File: src/rtl/mau_pkg.sv
// Shared constants for the memory access unit: funct3 access sizes and FSM state encoding.
package mau_pkg;

  localparam logic [2:0] MEM_B  = 3'b000;
  localparam logic [2:0] MEM_H  = 3'b001;
  localparam logic [2:0] MEM_W  = 3'b010;
  localparam logic [2:0] MEM_BU = 3'b100;
  localparam logic [2:0] MEM_HU = 3'b101;

  typedef enum logic [1:0] {
    IDLE = 2'd0,
    REQ  = 2'd1,
    DONE = 2'd2
  } state_t;

endpackage

File: src/rtl/mau_lane_align.sv
// Combinational lane logic: legality/alignment check, byte enables, store lane replication, load extract/extend.
// Zero latency; no flow control of its own.
module mau_lane_align
  import mau_pkg::*;
(
  input  logic        i_load,
  input  logic        i_store,
  input  logic [2:0]  i_funct3,
  input  logic [1:0]  i_addr_lo,
  input  logic [31:0] i_wdata,
  input  logic [31:0] i_rdata,
  output logic        o_ok,
  output logic [3:0]  o_be,
  output logic [31:0] o_wdata,
  output logic [31:0] o_rdata
);

  logic        w_legal;
  logic        w_aligned;
  logic [31:0] w_shift;

  always_comb begin
    w_legal   = 1'b0;
    w_aligned = 1'b0;
    o_be      = 4'b0000;
    o_wdata   = 32'h0;
    // Asserting LOAD and STORE together is never legal.
    if (i_load && !i_store) begin
      w_legal = (i_funct3 == MEM_B) || (i_funct3 == MEM_H) || (i_funct3 == MEM_W) ||
                (i_funct3 == MEM_BU) || (i_funct3 == MEM_HU);
    end else if (i_store && !i_load) begin
      w_legal = (i_funct3 == MEM_B) || (i_funct3 == MEM_H) || (i_funct3 == MEM_W);
    end
    case (i_funct3)
      MEM_B, MEM_BU: begin
        w_aligned = 1'b1;
        o_be      = 4'b0001 << i_addr_lo;
        o_wdata   = {4{i_wdata[7:0]}};
      end
      MEM_H, MEM_HU: begin
        w_aligned = ~i_addr_lo[0];
        o_be      = 4'b0011 << i_addr_lo;
        o_wdata   = {2{i_wdata[15:0]}};
      end
      MEM_W: begin
        w_aligned = (i_addr_lo == 2'b00);
        o_be      = 4'b1111;
        o_wdata   = i_wdata;
      end
      default: begin
        w_aligned = 1'b0;
      end
    endcase
    o_ok = w_legal && w_aligned;
  end

  always_comb begin
    w_shift = i_rdata >> {i_addr_lo, 3'b000};
    case (i_funct3)
      MEM_B:   o_rdata = {{24{w_shift[7]}}, w_shift[7:0]};
      MEM_H:   o_rdata = {{16{w_shift[15]}}, w_shift[15:0]};
      MEM_BU:  o_rdata = {24'h0, w_shift[7:0]};
      MEM_HU:  o_rdata = {16'h0, w_shift[15:0]};
      MEM_W:   o_rdata = i_rdata;
      default: o_rdata = 32'h0;
    endcase
  end

endmodule

File: src/rtl/mau.sv
// Memory access unit: one valid/ack bus transaction per LOAD/STORE, 3 cycles minimum plus bus wait states.
// Holds the pipeline with stall until DONE; abandons the access after BUS_TIMEOUT unacked REQ cycles.
module mau
  import mau_pkg::*;
#(
  parameter int BUS_TIMEOUT = 16
) (
  input  logic        clk,
  input  logic        reset,
  input  logic        riscv_LOAD,
  input  logic        riscv_STORE,
  input  logic [2:0]  funct3,
  input  logic [31:0] addr_toMAU,
  input  logic [31:0] data_toMAU,
  output logic [31:0] data_fromMAU,
  output logic        load_valid,
  output logic        stall,
  output logic        misalign,
  output logic        access_fault,
  output logic        bus_req,
  output logic        bus_we,
  output logic [31:0] bus_addr,
  output logic [3:0]  bus_be,
  output logic [31:0] bus_wdata,
  input  logic        bus_ack,
  input  logic [31:0] bus_rdata
);

  localparam int CNT_W = $clog2(BUS_TIMEOUT + 1);

  state_t            r_state;
  state_t            w_next;
  logic [CNT_W-1:0]  r_cnt;
  logic [2:0]        r_funct3;
  logic [1:0]        r_addr_lo;
  logic              r_load;

  logic              w_req;
  logic              w_idle;
  logic              w_al_load;
  logic              w_al_store;
  logic [2:0]        w_al_funct3;
  logic [1:0]        w_al_addr_lo;
  logic              w_ok;
  logic [3:0]        w_be;
  logic [31:0]       w_wdata;
  logic [31:0]       w_rdata;
  logic              w_accept;
  logic              w_timeout;

  // One aligner serves both phases: live inputs while IDLE, latched access while in REQ.
  assign w_idle       = (r_state == IDLE);
  assign w_req        = riscv_LOAD || riscv_STORE;
  assign w_al_load    = w_idle ? riscv_LOAD : r_load;
  assign w_al_store   = w_idle ? riscv_STORE : !r_load;
  assign w_al_funct3  = w_idle ? funct3 : r_funct3;
  assign w_al_addr_lo = w_idle ? addr_toMAU[1:0] : r_addr_lo;

  mau_lane_align u_lane_align (
    .i_load    (w_al_load),
    .i_store   (w_al_store),
    .i_funct3  (w_al_funct3),
    .i_addr_lo (w_al_addr_lo),
    .i_wdata   (data_toMAU),
    .i_rdata   (bus_rdata),
    .o_ok      (w_ok),
    .o_be      (w_be),
    .o_wdata   (w_wdata),
    .o_rdata   (w_rdata)
  );

  assign w_accept  = w_idle && w_req && w_ok;
  assign w_timeout = (r_state == REQ) && !bus_ack && (r_cnt == CNT_W'(BUS_TIMEOUT - 1));

  always_comb begin
    w_next = r_state;
    stall  = 1'b0;
    case (r_state)
      IDLE: begin
        stall = w_accept;
        if (w_accept) w_next = REQ;
      end
      REQ: begin
        stall = 1'b1;
        if (bus_ack || w_timeout) w_next = DONE;
      end
      DONE: begin
        w_next = IDLE;
      end
      default: begin
        w_next = IDLE;
      end
    endcase
  end

  always_ff @(posedge clk) begin
    if (!reset) begin
      r_state      <= IDLE;
      r_cnt        <= '0;
      r_funct3     <= 3'b000;
      r_addr_lo    <= 2'b00;
      r_load       <= 1'b0;
      data_fromMAU <= 32'h0;
      load_valid   <= 1'b0;
      misalign     <= 1'b0;
      access_fault <= 1'b0;
      bus_req      <= 1'b0;
      bus_we       <= 1'b0;
      bus_addr     <= 32'h0;
      bus_be       <= 4'b0000;
      bus_wdata    <= 32'h0;
    end else begin
      r_state      <= w_next;
      misalign     <= w_idle && w_req && !w_ok;
      access_fault <= w_timeout;
      load_valid   <= (r_state == REQ) && bus_ack && r_load;
      if (w_accept) begin
        r_cnt     <= '0;
        r_funct3  <= funct3;
        r_addr_lo <= addr_toMAU[1:0];
        r_load    <= riscv_LOAD;
        bus_req   <= 1'b1;
        bus_we    <= riscv_STORE;
        bus_addr  <= {addr_toMAU[31:2], 2'b00};
        bus_be    <= w_be;
        bus_wdata <= w_wdata;
      end else if (r_state == REQ) begin
        r_cnt <= r_cnt + CNT_W'(1);
        if (bus_ack || w_timeout) bus_req <= 1'b0;
        if (bus_ack && r_load) data_fromMAU <= w_rdata;
      end
    end
  end

endmodule

File: config.mk
export PLATFORM = sky130hd
export DESIGN_NAME = mau
export DESIGN_NICKNAME = d
export VERILOG_FILES = /design/src/rtl/mau_pkg.sv /design/src/rtl/mau_lane_align.sv /design/src/rtl/mau.sv
export SDC_FILE = /design/constraint.sdc
export NUM_CORES = 1
export LEC_CHECK = 0
export CAP_MARGIN = 25
export CORE_ASPECT_RATIO = 1.75
export CORE_MARGIN = 2
export CORE_UTILIZATION = 30
export DETAILED_ROUTE_END_ITERATION = 7
export HOLD_SLACK_MARGIN = 0.12
export SLEW_MARGIN = 20
export SYNTH_ARGS = -nofsm -noshare
export SYNTH_HDL_FRONTEND = slang
export SYNTH_HIERARCHICAL = 1
export SYNTH_SLANG_ARGS = --single-unit
export TNS_END_PERCENT = 10
File: constraint.sdc
create_clock -name clk -period 4.6 [get_ports clk]
set_clock_uncertainty 0.15 [all_clocks]
set_input_delay 0.92 -clock clk [delete_from_list [all_inputs] [get_ports clk]]
set_output_delay 0.92 -clock clk [all_outputs]
set_load 0.02 [all_outputs]
==> flow_summary.json, run 1 <==
{
  "synth_cells": 712,
  "timing.final.crit_share_pct": 94.16,
  "peakVddDrop_mv": 0.2209,
  "yosysWarnings": 6,
  "synth-edff-count": 0,
  "tightest_slew_ns": 0.9521,
  "async_reset_ff_share_pct": 0,
  "setup_ws_ns": 0.2684,
  "dp_slack_ns": -0.1969,
  "whs_endpoint": "bus_wdata[13]",
  "criticalPathCategory": "input pin to output pin",
  "grt_max_degree": 105,
  "r2r_start": "r_state[1]",
  "layoutNonFillerInstCount": 1162,
  "ys.flop_type": "dfxtp_1",
  "first_iter_violations": 195,
  "status": "completed",
  "rsz0062_at_grt": "no",
  "drtAntennaViolNets": 0,
  "synth_cell_types": 53,
  "dieArea_sq_mm": 0.02100,
  "synth_area_leader_cell": "dfxtp_1",
  "fin_crit_ns": 4.332,
  "max_freq_mhz": 230.9,
  "netlist_area_sq_mm": 0.005943,
  "maxSlewViolCount": 0,
  "clock_sinks": 116,
  "grt_usage_pct": 18.25,
  "dp.cells": 1130,
  "setup-tns-final_ns": 0,
  "path_max_fanout": 3,
  "routed_wl_um": 18870,
  "r2r_slack_ns": 1.45,
  "io_buffer_count": 207,
  "drive_gt1_share_pct": 7.852,
  "overflow": 0,
  "synth_top_area_share_pct": 39.07,
  "layout_common_cells": "nand2_1 (231), clkdlybuf4s50_1 (205), dfxtp_1 (116)",
  "clk_latency_ns": 0.41,
  "fill_cells": 1937,
  "pin_count": 210,
  "start_kind": "input pin",
  "utilization_pct": 44.74,
  "post_cts_buffers": 0,
  "syn2layout_area_growth_pct": 47.31,
  "hpwl_um": 13750,
  "syn_area_per_cell_sq_um": 8.347,
  "cts_tree": "done",
  "end_kind": "output pin",
  "reg2reg_depth": 12,
  "rows": 68,
  "total_power_mw": 3.319,
  "htreeDepth": 4,
  "die-width_um": 110.4,
  "power_density_mw_per_mm2": 379.1,
  "min_path_cells": 2,
  "final_common_cell": "nand2_1",
  "clkSlewWorstSetupHoldPaths_ns": 0.06,
  "p_leak_nw": 3.432,
  "cp_data_required_time_ns": 3.53,
  "finalHoldViolCount": 0,
  "drv_cap": 0,
  "cts_buffer_depth": 2,
  "ys_seq_area_share_pct": 39.07,
  "vias_per_cell": 4.750,
  "nets": 1010,
  "synth.area.top_cells": "dfxtp_1 (39%), nand2_1 (15%), mux2i_1 (13%)",
  "whs_ns": 0.3025,
  "die_h_um": 190.2,
  "regToRegEndpoint": "bus_addr[5]",
  "synth-seq-cells": 116,
  "diodes": 0,
  "remaining_drc_errors": 0,
  "numCtsBuffers": 17,
  "relSlewSlack_pct": 35.98,
  "grt_pass1_vias": 5417,
  "wl_per_cell_um": 16.24,
  "arrival_ns": 3.26,
  "postPlaceCellArea_sq_mm": 0.008122,
  "worstHoldStart": "bus_wdata[13]",
  "grt_pass1_wl_um": 29080,
  "setup_viol": 0,
  "core_area_sq_mm": 0.01957,
  "firstDrtPassIters": 4,
  "final_cell_area_sq_mm": 0.008755,
  "start_util_pct": 30.37,
  "antenna_found_initial": 0,
  "cts-root-buf": "clkbuf_16",
  "num_vias": 5520,
  "gp_congestion": 0.8566,
  "hold_path_class": "register to register"
}
[worst max path at each step]
stage,startpoint,end,slack (ns),depth (start not counted)
finish,addr_toMAU[1],stall,0.27,10
global route,funct3[0],stall,0.09,10
CTS,addr_toMAU[1],stall,0.07,10
detailed placement,addr_toMAU[1],stall,-0.20,10
global placement,funct3[0],stall,-0.22,10
floorplan,r_state[1],stall,0.32,11
[per-layer routing]
metal | wire (um) | up-vias | global-route usage (%) | part of all wire (%)
met5 | 0 | - | 0 | 0
met2 | 9797 | 180 | 32.37 | 52
met1 | 7195 | 2532 | 19.47 | 38
met4 | 849 | 0 | 10.29 | 4.5
li1 | - | 2771 | - | -
met3 | 1028 | 37 | 3.905 | 5.4
[area by class of cell]
cell class / instances / area (sq um) / area share [%]
Multi-Input combinational cell: 521 / 3162 / 36.12
Sequential cell: 116 / 2322 / 26.53
Timing Repair Buffer: 229 / 2255 / 25.75
Clock buffer: 24 / 491.7 / 5.617
Tap cell: 245 / 306.5 / 3.501
Clock inverter: 8 / 146.4 / 1.672
Inverter: 19 / 71.32 / 0.8146
[synth_stat cells, types with 2 or more instances]
| master | n |
|---|---|
| clkbuf_1 | 18 |
| a21boi_0 | 34 |
| buf_12 | 7 |
| xor2_1 | 2 |
| nor2_1 | 21 |
| dfxtp_1 | 116 |
| inv_1 | 19 |
| a21oi_1 | 5 |
| nand2_1 | 231 |
| o21ai_0 | 30 |
| a21o_1 | 32 |
| buf_6 | 4 |
| and2_1 | 9 |
| buf_2 | 22 |
| nand3_1 | 9 |
| a221o_1 | 7 |
| a22oi_1 | 8 |
| o2bb2ai_1 | 7 |
| a41o_2 | 2 |
| nor3b_1 | 2 |
| nor2b_1 | 4 |
| buf_4 | 2 |
| mux2i_1 | 80 |
| a31oi_1 | 2 |
| mux2_2 | 7 |
| o31ai_1 | 2 |
| buf_1 | 3 |
| ha_1 | 2 |
[critical path: stages]
cell             delay, ns
clkdlybuf4s50_1       0.42
mux2_2                0.29
nor3_1                0.18
nor2_1                0.06
o22a_1                0.20
nor2_1                0.14
or3b_4                0.39
or2_2                 0.31
a21oi_1               0.15
clkbuf_2              0.19
[repair_timing]
action | CTS | global route
pin swaps | 0 | 0
endpoints found under the setup margin | 1 | 1
hold buffers | 0 | 0
hold endpoints to repair | 0 | 0
gates resized for setup | 1 | 2
[power by group]
| part | internal (mW) | switching (mW) | leakage (nW) |
|---|---|---|---|
| Clock | 0.964 | 0.477 | 0.310 |
| Sequential | 1.07 | 0.0322 | 0.940 |
| Combinational | 0.373 | 0.406 | 2.18 |
[flip-flops by register name (all words and copies together) (netlist names), 2 cells and up]
register and flops:
data_fromMAU 32, r_cnt 5, bus_addr 30, r_funct3 3, bus_be 4, r_state 2, bus_wdata 32, r_addr_lo 2
[cells by family after synthesis]
logic type | share of synthesized area (%)
DFF | 39.07
adders and majority gates | 0.4210
muxes | 15.18
AOI/OAI and AO/OA | 16.19
and+or+nand+nor | 20.74
buffers and inverters | 7.895
other | 0.06310
xor gates and xnor gates | 0.4422
Note: power is estimated with default switching activity, not from simulation.
==> run 2, diff against run 1 <==
--- a/config.mk
+++ b/config.mk
@@ -5,7 +5,7 @@
 export SDC_FILE = /design/constraint.sdc
 export NUM_CORES = 1
 export LEC_CHECK = 0
-export CAP_MARGIN = 25
+export CAP_MARGIN = 20
 export CORE_ASPECT_RATIO = 1.75
 export CORE_MARGIN = 2
 export CORE_UTILIZATION = 30
==> results of run 2 <==
Final layout, timing and power as in run 1 (identical DEF).
==> variant, RTL diff (settings of run 2) <==
The parameter `BUS_TIMEOUT` goes from 16 to 32.
--- a/src/rtl/mau.sv
+++ b/src/rtl/mau.sv
@@ -3,7 +3,7 @@
 module mau
   import mau_pkg::*;
 #(
-  parameter int BUS_TIMEOUT = 16
+  parameter int BUS_TIMEOUT = 32
 ) (
   input  logic        clk,
   input  logic        reset,
Behaviour: same outputs for any inputs over 4 cycles, from zero or initial values and one cycle with reset low; that may be too few to reach the edited logic, so the function may still have changed.
==> variant against run 2 <==
Combinational power up 5.1%; total power decreased by 4.2%; area after synthesis shrank 3.0%; cell area shrank 3.4%; worst setup slack lost 52 ps; die area down 2.9%; wire length grew 10%; sequential cell count is 1 higher.
==> variant: results (changes against run 2) <==
After synthesis, the cell types taking the most area are sky130_fd_sc_hd__dfxtp_1, sky130_fd_sc_hd__a21oi_1, sky130_fd_sc_hd__nand3_1, sky130_fd_sc_hd__nand2_1, sky130_fd_sc_hd__o21ai_1. For the design internal power, the log shows 2.128 mW (-12%). For the via count of the first global-routing pass, the log shows 5878 (+8.5%). The critical path starts at funct3[2].

The mux share of post-synthesis cell area came out at 0.03495 (-0.1168). The adder and majority gate portion of the synthesized area was 0.002171 (-0.002039). Counting instances in the post-synthesis netlist gives the leading cell types as sky130_fd_sc_hd__dfxtp_1, sky130_fd_sc_hd__a21oi_1, sky130_fd_sc_hd__nand2_1, sky130_fd_sc_hd__nand3_1, sky130_fd_sc_hd__o21ai_1. The layout cell share with drive strength beyond 1 works out to 0.07926 (+0.0007448). The estimated wirelength of the detail-placed design was 14030 um (+2.1%); the first-pass iteration count of the detailed router was 5 (+1). Global-route wire length before repair: 32800 um (+13%). The final layout net count is 1013 (+0.30%). The tools report the largest net degree at the start of global routing as 75 (-29%). The logs give 0.8935 (+4.3%) for the final weighted congestion in routability-driven placement and 54 (+1.9%) for the number of unique standard cell types used by synthesis. The logic depth of the worst register-to-register path works out to 10 (-2).

The worst hold path begins at data_fromMAU[16]. For the worst max-slew margin expressed relative to the limit, the log shows 0.2950 (-0.06480). The initial detailed-routing violation count is 363 (+86%). The share of the yosys chip area belonging to registers came out at 0.4064 (+0.01569). The share of the clock period used by the worst path is 0.9529 (+0.01123), and the placement-stage worst setup slack is 214.3 ps (+411.2 ps). The logs give 0.2368 mV (+7.2%) for the largest vdd supply drop and 301.6 ps (-0.8830 ps) for the tightest hold margin.

The run gives 3310 ps (+50 ps) as the arrival time at the worst endpoint. In this run the critical register-to-register path is launched from r_state[0]. Share of the synthesized area in compound gates (AO/OA/AOI/OAI): 0.2783 (+0.1164). The flow ran to the end, and the final reports show no timing, DRC or antenna violations.

The run gives 0.2077 (+0.02515) as the all-layer global routing usage.
-- variant: logic make-up after synthesis --
group	count (synthesis)
AOI/OAI and AO/OA	278
buffers and inverters	96
and+or+nand+nor	224
other	1
muxes	18
xor gates and xnor gates	3
adders and majority gates	1
DFF	117
-- variant: layout make-up --
cell class / count / area [um^2]
fill: 1926 / 10570
multi-input combinational: 526 / 2962
sequential: 117 / 2342
timing repair buffer: 224 / 2225
clock buffer: 17 / 425.4
tap: 241 / 301.5
clock inverter: 15 / 120.1
inverter: 22 / 83.83
-- variant: metal layers --
metal | track usage | wire [um] | part of all wire | vias up
met5 | 0 | 0 | 0 | -
li1 | - | - | - | 2928
met4 | 0.08876 | 686 | 0.033 | 0
met1 | 0.2412 | 8194 | 0.39 | 2835
met2 | 0.3570 | 10740 | 0.52 | 219
met3 | 0.04948 | 1215 | 0.058 | 40
-- variant: per-stage QoR --
step	instances	power (mW)	util
final	1162	3.179	0.4445
after global routing	1162	3.332	0.4445
after CTS	1162	3.220	0.4443
after detailed placement	1130	1.953	0.4156
after global placement	1130	1.953	0.4156
after floorplan	739	1.638	-
-- variant: worst max-delay path, stage by stage --
cell and delay [ps]:
sky130_fd_sc_hd__clkdlybuf4s50_1 480, sky130_fd_sc_hd__mux2_2 310, sky130_fd_sc_hd__nor3_1 140, sky130_fd_sc_hd__nor2_1 60, sky130_fd_sc_hd__o22a_1 190, sky130_fd_sc_hd__nor2_1 160, sky130_fd_sc_hd__nor3b_4 210, sky130_fd_sc_hd__a21oi_1 90
sky130_fd_sc_hd__nor2_1 120, sky130_fd_sc_hd__clkdlybuf4s50_1 630
